[src/rtl/exconv_fp32pck16_seq.sv]
// exconv_fp32pck16_seq: sequenced FP32->FP16 vector pack unit.
// A 2- or 4-element FP32 request is latched, and LANES truncating scalar
// converters are stepped over it. The packed 64-bit FP16 result is then
// returned over a valid/ready handshake. One request is in flight at a time.
module exconv_fp32pck16_seq #(
    parameter int LANES = 1
) (
    input  logic         clock,
    input  logic         reset,
    input  logic         reqValid,
    output logic         reqReady,
    input  logic [127:0] reqData,
    input  logic         reqWide,
    output logic         rspValid,
    input  logic         rspReady,
    output logic [63:0]  rspData,
    output logic         busy
);

    typedef enum logic [1:0] {
        ST_IDLE = 2'd0,
        ST_CONV = 2'd1,
        ST_DONE = 2'd2
    } state_t;

    state_t         r_state;
    logic [1:0]     r_idx;
    logic [127:0]   r_req_data;
    logic           r_req_wide;
    logic [63:0]    r_rsp_data;
    logic           r_rsp_valid;
    logic           r_req_ready;
    logic           r_busy;

    logic [63:0]    w_conv_data;
    logic           w_last;

    // Truncating scalar conversion. Exponents that are out of range saturate
    // to all-ones or all-zeros, and the mantissa is always passed through
    // unchanged, even when the exponent saturates.
    function automatic logic [15:0] fp32_to_fp16(input logic [31:0] v);
        logic [4:0] exp5;
        if ((v[30:26] == 5'h0F) || (v[30:26] == 5'h10)) begin
            exp5 = {v[30], v[26:23]};
        end else if (v[30]) begin
            exp5 = 5'h1F;
        end else begin
            exp5 = 5'h00;
        end
        return {v[31], exp5, v[22:13]};
    endfunction

    // Lanes index..index+LANES-1 get fresh results; every other lane keeps its value.
    always_comb begin
        w_conv_data = r_rsp_data;
        for (int e = 0; e < 4; e++) begin
            if ((e >= int'(r_idx)) && (e < (int'(r_idx) + LANES))) begin
                w_conv_data[16*e +: 16] = fp32_to_fp16(r_req_data[32*e +: 32]);
            end else begin
                w_conv_data[16*e +: 16] = r_rsp_data[16*e +: 16];
            end
        end
    end

    // The current step is the final one when it covers the last element of the request.
    always_comb begin
        if (({1'b0, r_idx} + 3'(LANES)) == (r_req_wide ? 3'd4 : 3'd2)) begin
            w_last = 1'b1;
        end else begin
            w_last = 1'b0;
        end
    end

    // Control FSM: it owns the request latch, the index and all registered outputs.
    always_ff @(posedge clock) begin
        if (reset) begin
            r_state     <= ST_IDLE;
            r_idx       <= 2'd0;
            r_req_data  <= 128'd0;
            r_req_wide  <= 1'b0;
            r_rsp_data  <= 64'd0;
            r_rsp_valid <= 1'b0;
            r_req_ready <= 1'b1;
            r_busy      <= 1'b0;
        end else begin
            case (r_state)
                ST_IDLE: begin
                    if (reqValid && r_req_ready) begin
                        r_req_data  <= reqData;
                        r_req_wide  <= reqWide;
                        r_rsp_data  <= 64'd0;
                        r_idx       <= 2'd0;
                        r_req_ready <= 1'b0;
                        r_busy      <= 1'b1;
                        r_state     <= ST_CONV;
                    end
                end
                ST_CONV: begin
                    r_rsp_data <= w_conv_data;
                    r_idx      <= r_idx + 2'(LANES);
                    if (w_last) begin
                        r_rsp_valid <= 1'b1;
                        r_state     <= ST_DONE;
                    end
                end
                ST_DONE: begin
                    if (rspReady) begin
                        r_rsp_valid <= 1'b0;
                        r_req_ready <= 1'b1;
                        r_busy      <= 1'b0;
                        r_state     <= ST_IDLE;
                    end
                end
                default: begin
                    r_state     <= ST_IDLE;
                    r_idx       <= 2'd0;
                    r_rsp_valid <= 1'b0;
                    r_req_ready <= 1'b1;
                    r_busy      <= 1'b0;
                end
            endcase
        end
    end

    assign reqReady = r_req_ready;
    assign rspValid = r_rsp_valid;
    assign rspData  = r_rsp_data;
    assign busy     = r_busy;

endmodule

[config.mk]
export PLATFORM = sky130hd
export DESIGN_NAME = exconv_fp32pck16_seq
export DESIGN_NICKNAME = d
export VERILOG_FILES = /design/src/rtl/exconv_fp32pck16_seq.sv
export SDC_FILE = /design/constraint.sdc
export NUM_CORES = 1
export LEC_CHECK = 0
export ABC_AREA = 1
export CAP_MARGIN = 20
export CORE_UTILIZATION = 25
export DETAILED_ROUTE_END_ITERATION = 6
export SETUP_SLACK_MARGIN = 0.3
export SLEW_MARGIN = 20
export SYNTH_ARGS = -nofsm -noshare
export SYNTH_HDL_FRONTEND = slang
export SYNTH_SLANG_ARGS = --single-unit
[constraint.sdc]
create_clock -name clock -period 3 [get_ports clock]
set_clock_uncertainty 0.15 [all_clocks]
set_input_delay 0.3 -clock clock [delete_from_list [all_inputs] [get_ports clock]]
set_output_delay 0.3 -clock clock [all_outputs]
set_load 0.01 [all_outputs]
==> impl_metrics.yaml <==
status:
  status: "complete, but fails checks"
  violations: "design-rule violations"
critical_path:
  cp-end-kind: "flop"
  critPathLaunchType: "flop"
  arrival_ps: 2190
  cp.required_ps: 3160
  cp_max_fo: 16
  worstSetupPathType: "flop to flop"
synth:
  synth_seq_area_share: 0.523
  syn-cell-area_sq_um: 5660
  yosysTopAreaCell: "dfxtp_1"
  syn_inst: 713
  yosysWarnings: 0
  synth_nets: 850
  synth_area_leaders: "dfxtp_1, nor2_1, a21oi_1"
  synth.distinct_cells: 26
  syn-mean-instance-area_sq_um: 7.94
  yosys_register_bits: 148
  synth_top_cell_area_share: 0.523
clock_network:
  hold_buffers: 0
  path_clk_slew_ps: 60
  clock_path_buffers: 2
  htree_num_levels: 4
  clockRootBuffer: "clkbuf_16"
  cts_buffers: 17
  cts_sinks: 148
  clk-insertion-delay-late_ps: 420
  post_cts_resized: 0
  cts_tree: "built"
  postCtsSetupRepairBufs: 0
hold_path:
  hp-class: "flop to flop"
sta:
  worstMarginPinSlew_ps: 725
  grt_setup_unrepaired: "false"
  hold_viol: 0
  final.setup.tns_ps: 0
  slew_viol_final: 0
  finalSetupViolations: 0
  fmax_mhz: 492
  relSlewSlack: 0.516
  finalCritPeriodShare: 0.677
  period_minus_slack_ps: 2030
global_routing:
  grt_pass1_vias: 4677
  grt_pass1_wl_mm: 24.7
  grt_usage: 0.135
  gr-total-overflow: 0
  grt_antenna_before_repair: 0
  grt_max_degree: 46
power_and_ir_drop:
  ir_worst_vdd_mv: 0.317
  power_density_nw_per_um2: 781
  leakage_nw: 3.01
  total_power_w: 0.00619
routing:
  postRouteAntennaNets: 0
  wirelength_mm: 15.5
  dr.pass1.iters: 7
  dr.first_iter.drc_count: 222
  wl_per_cell_um: 13.7
  vias: 5004
  drt_drc_violations_left: 6
  via_per_inst: 4.40
layout:
  fillers: 2342
  final_util: 0.360
  multiInputGateArea_sq_um: 2230
  mostFrequentLayoutCell: "dfxtp_1"
  finalInstanceArea_sq_um: 7930
  seqCellArea_sq_um: 2960
  area_delta_synth_final_pct: 40.0
  layout_common_cells: "dfxtp_1, clkdlybuf4s50_1, nor2_1, nand2_1, a21oi_1"
  antennaDiodeCount: 0
  fin_nets: 981
  drive_gt1_frac: 0.0783
die:
  fp.dieH_um: 153
  design.core.area_sq_um: 22000
  dieArea_sq_um: 23300
  die_w_um: 153
  rows: 54
  pin_count: 200
  start_util: 0.257
place:
  gp_congestion: 0.746
  portBuffers: 147
  hpwl_mm: 10.3
  place_area_sq_um: 7280
job:
  maxCapViolCount: 0
-- synthesized netlist by cell type, drive strengths merged --
cell type	count
a21oi	94
a22oi	1
and2	1
buf	28
clkbuf	17
dfxtp	148
ha	4
inv	39
nand2	102
nand3	25
nand4	3
nor2	142
nor3	1
o21ai	108
-- layer usage --
| layer | vias to the layer above | track usage | share of wire |
|---|---|---|---|
| li1 | 2597 | - | - |
| met1 | 2279 | 0.169 | 0.47 |
| met2 | 109 | 0.215 | 0.45 |
| met3 | 19 | 0.0466 | 0.061 |
| met4 | 0 | 0.0515 | 0.016 |
| met5 | - | 0 | 0 |
-- report_power, final --
part	internal, W	switching (W)	total, W
sequential	0.00227	0.000168	0.00244
clock	0.00154	0.000823	0.00236
combinational	0.000563	0.000831	0.00139
-- through the flow --
step / worst slack, ps / hold WS [ps] / instances
floorplan: 1590 / 279 / 713
global placement: 690 / 292 / 1105
detailed placement: 657 / 299 / 1105
CTS: 859 / 307 / 1136
global route: 725 / 322 / 1136
finish: 969 / 306 / 1136
-- worst max-delay path, stage by stage, from the launching register on --
cell	delay, ps
dfxtp_1	410
inv_2	60
nor2_4	370
nand2_1	240
nand2_2	270
inv_2	190
a21oi_1	160
nor2_1	60
-- cell families after synthesis --
group / synth area share
AND/OR/NAND/NOR: 0.199
AO/OA/AOI/OAI: 0.186
flip-flops: 0.523
buffers and inverters: 0.0822
adder cells (fa/ha/maj): 0.00884
-- final timing paths --
kind / from / end / slack, ps / cells past startpoint
hold / removal: r_req_data[88] / r_req_data[88] / 310 / 2
hold reg to reg: r_req_data[88] / r_req_data[88] / 310 / 2
setup / recovery: r_state[0] / rspData[7] / 970 / 7
setup reg to reg: r_state[0] / rspData[7] / 970 / 7
-- flip-flops by register name (all words and copies together) (netlist names) --
signal and cells:
r_idx 2, r_req_data 76, rspValid 1, reqReady 1, r_req_wide 1, rspData 64, busy 1, r_state 2
-- final cells by class --
type                       count  share of cell area
sequential                   148               0.374
multi-input combinational    481               0.282
inverter                      39              0.0191
tap                          280              0.0442
clock buffer                  22              0.0598
timing repair buffer         157               0.199
clock inverter                 9              0.0221
Note: power is estimated with default switching activity, not from simulation.
